File: src/rtl/lab3_dg_scanctrl.sv
// Keypad digit history with time-multiplexed display scan.
// Newest key code lives in digit 0; each digit is enabled for DWELL clocks in turn.
module lab3_dg_scanctrl #(
    parameter int               NUM_DIGITS = 2,
    parameter int               KEY_W      = 8,
    parameter int               DWELL      = 24000,
    parameter logic [KEY_W-1:0] BLANK_CODE = '0
) (
    input  logic                          int_osc,
    input  logic                          reset,
    input  logic                          key_valid,
    input  logic [KEY_W-1:0]              key_code,
    input  logic                          clear,
    output logic [NUM_DIGITS-1:0]         digit_en,
    output logic [KEY_W-1:0]              digit_data,
    output logic [$clog2(NUM_DIGITS)-1:0] digit_idx
);

    localparam int IDX_W = $clog2(NUM_DIGITS);
    localparam int CNT_W = (DWELL > 1) ? $clog2(DWELL) : 1;
    localparam logic [CNT_W-1:0] CNT_LAST = CNT_W'(DWELL - 1);
    localparam logic [IDX_W-1:0] IDX_LAST = IDX_W'(NUM_DIGITS - 1);

    logic [KEY_W-1:0]      code [NUM_DIGITS];
    logic [NUM_DIGITS-1:0] valid;
    logic                  key_prev;
    logic                  capture;
    logic [CNT_W-1:0]      cnt;
    logic [IDX_W-1:0]      idx;

    assign capture = key_valid & ~key_prev;

    // Edge register updates even under clear so a held key is not re-captured.
    always_ff @(posedge int_osc or negedge reset) begin
        if (!reset) begin
            key_prev <= 1'b0;
        end else begin
            key_prev <= key_valid;
        end
    end

    always_ff @(posedge int_osc or negedge reset) begin
        if (!reset) begin
            for (int i = 0; i < NUM_DIGITS; i++) code[i] <= '0;
            valid <= '0;
        end else if (clear) begin
            for (int i = 0; i < NUM_DIGITS; i++) code[i] <= '0;
            valid <= '0;
        end else if (capture) begin
            code[0] <= key_code;
            for (int i = 1; i < NUM_DIGITS; i++) code[i] <= code[i-1];
            valid <= {valid[NUM_DIGITS-2:0], 1'b1};
        end
    end

    always_ff @(posedge int_osc or negedge reset) begin
        if (!reset) begin
            cnt <= '0;
            idx <= '0;
        end else if (cnt == CNT_LAST) begin
            cnt <= '0;
            idx <= (idx == IDX_LAST) ? '0 : idx + IDX_W'(1);
        end else begin
            cnt <= cnt + CNT_W'(1);
        end
    end

    // Explicit per-digit compare keeps digit_en one-hot for non-power-of-two counts.
    always_comb begin
        digit_en   = '0;
        digit_data = BLANK_CODE;
        for (int i = 0; i < NUM_DIGITS; i++) begin
            if (idx == IDX_W'(i)) begin
                digit_en[i] = 1'b1;
                digit_data  = valid[i] ? code[i] : BLANK_CODE;
            end
        end
    end

    assign digit_idx = idx;

endmodule
File: config.mk
export PLATFORM = sky130hd
export DESIGN_NAME = lab3_dg_scanctrl
export DESIGN_NICKNAME = d
export VERILOG_FILES = /design/src/rtl/lab3_dg_scanctrl.sv
export SDC_FILE = /design/constraint.sdc
export NUM_CORES = 1
export LEC_CHECK = 0
export CAP_MARGIN = 20
export CELL_PAD_IN_SITES_DETAIL_PLACEMENT = 0
export CELL_PAD_IN_SITES_GLOBAL_PLACEMENT = 1
export CORE_ASPECT_RATIO = 0.9
export CORE_MARGIN = 2
export CORE_UTILIZATION = 38
export CTS_CLUSTER_DIAMETER = 100
export DETAILED_ROUTE_END_ITERATION = 7
export PLACE_DENSITY_LB_ADDON = 0.1
export SKIP_LAST_GASP = 1
export SLEW_MARGIN = 15
export SYNTH_ARGS = -nofsm -noshare
export SYNTH_HDL_FRONTEND = slang
export SYNTH_SLANG_ARGS = --single-unit
File: constraint.sdc
create_clock -name int_osc -period 1.36 [get_ports int_osc]
set_input_delay 0.204 -clock int_osc [delete_from_list [all_inputs] [get_ports int_osc]]
set_output_delay 0.204 -clock int_osc [all_outputs]
set_load 0.1 [all_outputs]
==> metrics.cfg, run 1 <==
[layout]
final_net_count=180
final_cells=214
regArea_um2=882
area_delta_synth_final_pct=51.6
drive_gt1_share_pct=40.5
multi_input_area_um2=748
fill_cells=313
antenna_cells=0

[logic_synthesis]
synth-main-ff-cell=dfrtp_1
synth_async_sr_flop_share_pct=100
synth.cell_area_um2=1520
postSynthCellCount=126
synth_top_cell_area_share_pct=57.5
ys_warn_count=0
synth_common_cells=35 x dfrtp_1, 17 x a22o_1, 14 x nor2_1
yosysTopAreaCell=dfrtp_1
syn_nets=139
synth_cell_types=26
seq_area_frac_synth_pct=57.5
synth_edf_count=0
ys_top_cells_by_area=dfrtp_1 58%, a22o_1 9.8%, a32o_1 5.3%
yosys.cell_count.top_type=dfrtp_1
avgSynthCellArea_um2=12.1
synth_seq_cells=35

[critical_path]
cp-end-kind=primary output
reg2regPathDepth=4
regToRegStartpoint=cnt[6]
critPathCapture=digit_data[4]
critPathKind=reg2out
crit_chain=and2_4 -> a32o_4 -> buf_12
crit_start=digit_idx
critical_path_arrival_ns=1.44
required_ns=1.16
cp_max_fo=8
start_kind=register
rrSetupSlack_ns=-0.17
slowest_delay_ns=0.50
r2r_end=digit_idx
cpMaxStageDelayCell=dfrtp_4

[power_and_ir_drop]
p_int_mw=1.55
power_frac_seq_pct=53.9
p_sw_share_pct=23.1
comb_power_share_pct=8.1
p_leak_nw=0.998
switchingPower_mw=0.465
ir_drop_uv=650
power_density_nw_per_um2=872
power_frac_clock_pct=38.0

[flow_run]
maxCapViolCount=0

[clocking]
cts_made_buffers=5
holdBufCountCts=0
tritoncts=built
h-tree-depth=2
clock_latency_ns=0.29
cts_root_buf=clkbuf_8
cts_sinks=35
cts.clk_slew.worst_paths_ns=0.07
cts_buffer_depth=2

[outcome]
outcome=complete, but fails checks
violations=setup timing

[floorplan]
initial_core_util_pct=40.2
rows=21
die_w_um=70.7
ios=23
die_area_um2=4530
fp.dieH_um=64.1
core_area_um2=3780

[grt]
overflow=0
antenna_found_initial=0
gr-usage-all-layers_pct=16.1
grt_first_pass_wirelength_um=5600
grt_pass1_vias=1211
grt_max_degree=36

[sta]
rsz0062_at_grt=yes
hold_viol=0
tightest_slew_ns=0.308
finalCritPeriodShare_pct=121
slew_viol_final=0
min_period_ns=1.64
fin_skew_ns=0.00835
relSlewSlack_pct=79.3
setup_slack_ns=-0.280
finalSetupViolations=20
fmax_mhz=610

[detailed_routing]
routedWlPerCell_um=15.5
drcViolationCount=0
vias=1133
drt_iter0_markers=83
first_pass_iters=4
wirelength_um=3310
vias_per_cell=5.29
final_antenna_net_count=0

[place]
dp_cells=205
dpl_worst_slack_ns=-0.166
dp_hpwl_um=2240
port-buffer-count=22
gp_congestion=0.746

[min_path]
hp-class=in2async

-- timing repair --
| item | in CTS | in global routing |
|---|---|---|
| buffers inserted | 0 | 1 |
| setup endpoints to repair | 21 | 25 |
| gates resized for setup | 7 | 15 |
| pin swaps | 1 | 3 |
-- kinds of logic (layout without fill, tap and decap cells) --
| family | Yosys count | in the layout | synth area share (%) |
|---|---|---|---|
| buffers and inverters | 10 | 52 | 3.29 |
| flip-flops | 35 | 35 | 57.5 |
| XOR/XNOR | 14 | 14 | 8.05 |
| AO/OA/AOI/OAI | 25 | 25 | 15.0 |
| AND/OR/NAND/NOR | 41 | 41 | 15.3 |
| adder cells (fa/ha/maj) | 1 | 1 | 0.822 |
-- power by group through the flow --
stage | clock network [mW] | logic, mW | registers, mW
after CTS | 0.792 | 0.165 | 1.08
after detailed placement | 0 | 0.164 | 1.10
final | 0.766 | 0.163 | 1.08
after global routing | 0.847 | 0.174 | 1.09
after floorplan | 0 | 0.0768 | 1.09
after global placement | 0 | 0.160 | 1.10
-- critical path, delay by kind of cell, from the launching register on --
family          cells  cell delay (ns)
simple gates        1             0.20
flops               1             0.50
buf+inv             1             0.16
compound gates      1             0.28
-- metal layers --
metal,routed length [µm],track usage (%)
met5,0,0
met4,53,7.55
met3,136,4.57
met2,1600,25.4
met1,1520,20.5
-- how the worst min path moves through the flow --
stage / from / to / slack, ns
CTS: reset / cnt[5] / 0.29
global route: reset / cnt[2] / 0.30
global placement: valid[1] / valid[1] / 0.49
floorplan: reset / cnt[0] / -0.09
finish: reset / cnt[2] / 0.28
detailed placement: valid[1] / valid[1] / 0.50
-- metrics by stage --
| stage | total power, mW | area, µm² | hold slack [ns] | utilization (%) | setup TNS, ns |
|---|---|---|---|---|---|
| 5_1_grt | 2.11 | 2310 | 0.300 | 61.0 | -4.48 |
| 6_report | 2.01 | 2310 | 0.281 | 61.0 | -3.81 |
| 2_1_floorplan | 1.17 | 1630 | -0.0916 | - | -2.81 |
| 3_3_place_gp | 1.26 | 2130 | 0.489 | 56.4 | -2.32 |
| 4_1_cts | 2.04 | 2250 | 0.288 | 59.6 | -3.55 |
| 3_5_place_dp | 1.27 | 2130 | 0.496 | 56.4 | -3.35 |
-- layout make-up --
class / instances / area share [%]
Tap cell: 46 / 2.49
Clock buffer: 7 / 3.74
Multi-Input combinational cell: 81 / 32.4
Timing Repair Buffer: 41 / 22.2
Clock inverter: 1 / 0.217
Inverter: 3 / 0.705
Sequential cell: 35 / 38.2
-- cells in the final DEF (no fill, tap or decap), types with 2 or more instances in the layout --
| master | count |
|---|---|
| nor2_2 | 9 |
| clkdlybuf4s50_1 | 11 |
| nand2_1 | 3 |
| a32o_4 | 8 |
| dfrtp_2 | 2 |
| nor2b_1 | 2 |
| nand3_1 | 6 |
| inv_1 | 2 |
| nand3_2 | 2 |
| buf_4 | 13 |
| nor3_1 | 3 |
| xnor2_1 | 8 |
| dfrtp_1 | 32 |
| clkbuf_8 | 6 |
| buf_6 | 4 |
| a22o_1 | 17 |
| nor2_1 | 5 |
| xor2_1 | 6 |
| buf_12 | 13 |
-- registers in the layout, indices dropped and copies added, names as in the netlist --
signal,flops
key_prev,1
valid,2
cnt,15
digit_idx,1
code,16
Power figures use the tool's default switching activity.
==> run 2: changes to the inputs <==
CORE_UTILIZATION = 42   (was 38)
SKIP_CTS_REPAIR_TIMING = 1   (was default)
clock period = 1.85 ns   (was 1.36 ns; I/O delays follow)
==> metrics.cfg, run 2 (synthesis results as in run 1) <==
[detailed_routing]
final_antenna_net_count=0  ; unchanged
vias=1042  ; was 1,133
wirelength_um=2940  ; was 3310 µm
vias_per_cell=5.29  ; about the same
routedWlPerCell_um=14.9  ; was 15.5 µm
drcViolationCount=0  ; unchanged
drt_iter0_markers=50  ; was 83
first_pass_iters=2  ; was 4

[power_and_ir_drop]
ir_drop_uv=458  ; was 650 µV
power_density_nw_per_um2=692  ; was 872 nW/µm²
p_leak_nw=0.897  ; was 0.998 nW
power_mw=1.44  ; was 2.01 mW

[floorplan]
rows=20  ; was 21
fp.dieH_um=61.1  ; was 64.1 µm
die_w_um=67.5  ; was 70.7 µm
core_area_um2=3430  ; was 3780 µm²
initial_core_util_pct=44.4  ; was 40.2%
ios=23  ; unchanged
die_area_um2=4120  ; was 4530 µm²

[critical_path]
critical_path_arrival_ns=1.48  ; was 1.44 ns
slowest_delay_ns=0.53  ; was 0.50 ns
path_buf_inv=1  ; unchanged
crit_chain=and2_4 -> a32o_4 -> buf_12  ; unchanged
cpMaxStageDelayCell=dfrtp_4  ; unchanged
critPathKind=reg2out  ; unchanged
required_ns=1.57  ; was 1.16 ns
critPathTopFamily=flip-flops  ; unchanged
cp-end-kind=primary output  ; unchanged
cp_max_fo=8  ; unchanged
start_kind=register  ; unchanged

[grt]
antenna_found_initial=0  ; unchanged
grt_max_degree=36  ; unchanged
gr-usage-all-layers_pct=16.1  ; about the same
overflow=0  ; unchanged
grt_first_pass_wirelength_um=4890  ; was 5600 µm
grt_pass1_vias=1035  ; was 1,211

[clocking]
clock_latency_ns=0.28  ; was 0.29 ns
tritoncts=built  ; unchanged
cts_buffer_depth=2  ; unchanged
h-tree-depth=2  ; unchanged
cts_sinks=35  ; unchanged
cts.clk_slew.worst_paths_ns=0.08  ; was 0.07 ns
cts_made_buffers=5  ; unchanged
cts_root_buf=clkbuf_8  ; unchanged

[layout]
top_register=code  ; unchanged
final_common_cell=dfrtp_1  ; unchanged
fill_cells=267  ; was 313
area_delta_synth_final_pct=36.8  ; was 51.6%
largestRegisters=code: 16 flops, cnt: 15 flops, valid: 2 flops  ; unchanged
antenna_cells=0  ; unchanged
final_net_count=165  ; was 180
fin_area_um2=2080  ; was 2310 µm²
drive_gt1_share_pct=24.2  ; was 40.5%
multi_input_area_um2=689  ; was 748 µm²
largest_register_ffs=16  ; unchanged
regArea_um2=880  ; was 882 µm²
final_cell_mix=34 x dfrtp_1, 17 x a22o_1, 14 x nor2_1  ; was 32 x dfrtp_1, 17 x a22o_1, 13 x buf_12, 13 x buf_4, 11 x clkdlybuf4s50_1

[min_path]
hp-class=in2async  ; unchanged

[sta]
slew_viol_final=0  ; unchanged
holdWs_ns=0.404  ; was 0.281 ns
hold_viol=0  ; unchanged
fin_skew_ns=0.0120  ; was 0.00835 ns
finalCritPeriodShare_pct=95.1
finalSetupViolations=0  ; was 20
min_period_ns=1.76
rsz0062_at_grt=no  ; was yes
setup_slack_ns=0.0905  ; was -0.280 ns
fin_tns_setup_ns=0  ; was -3.81 ns
fmax_mhz=568
tightest_slew_ns=1.05  ; was 0.308 ns
relSlewSlack_pct=29.7  ; was 79.3%

[place]
dpl_worst_slack_ns=-0.142  ; was -0.166 ns
dp_hpwl_um=2040  ; was 2240 µm
post_dp_cell_area_um2=2000  ; was 2130 µm²
gp_congestion=0.738  ; was 0.746
port-buffer-count=22  ; unchanged

[flow_run]
maxCapViolCount=0  ; unchanged

[outcome]
outcome=completed  ; was complete, but fails checks

==> run 2: changes by cell type in the layout (fill, tap and decap cells not counted), moves of 2 or more <==
cell	before	now
dfrtp_2	2	0
dfrtp_1	32	34
nor2_1	5	14
buf_12	13	11
buf_6	4	0
buf_4	13	4
nor2_2	9	0
==> run 2: report_power, final <==
part / switching [mW] / internal (mW) / total [mW]
Clock: 0.274 / 0.263 / 0.537
Combinational: 0.0580 / 0.0500 / 0.108
Sequential: 0.0175 / 0.779 / 0.796
Total: 0.349 / 1.09 / 1.44
==> run 2: worst paths after layout <==
kind | to | slack, ns | startpoint | depth (start not counted)
worst max-delay path | digit_data[4] | 0.09 | digit_idx | 3
worst min-delay path | code[9] | 0.40 | reset | 2
worst max register to register | digit_idx | 0.31 | cnt[6] | 4
max in group asynchronous | digit_idx | 1.11 | reset | 2
min in group int_osc | key_prev | 0.46 | key_valid | 1
worst min register to register | cnt[13] | 0.51 | cnt[13] | 1
==> run 2: metrics by stage <==
step,utilization [%],cells
2_1_floorplan,-,126
3_3_place_gp,58.2,189
3_5_place_dp,58.2,189
4_1_cts,60.7,197
5_1_grt,60.8,197
6_report,60.8,197
==> run 2: layout make-up <==
cell class,count,share of cell area (%)
inverter,3,0.661
sequential,35,42.2
tap,44,2.64
clock buffer,6,3.48
clock inverter,2,0.601
timing repair buffer,26,17.3
multi-input combinational,81,33.1
==> run 2: metal layers <==
metal	GRT usage [%]	wire length [µm]
met5	0	0
met1	22.2	1440
met3	5.12	118
met4	5.25	25
met2	24.2	1350
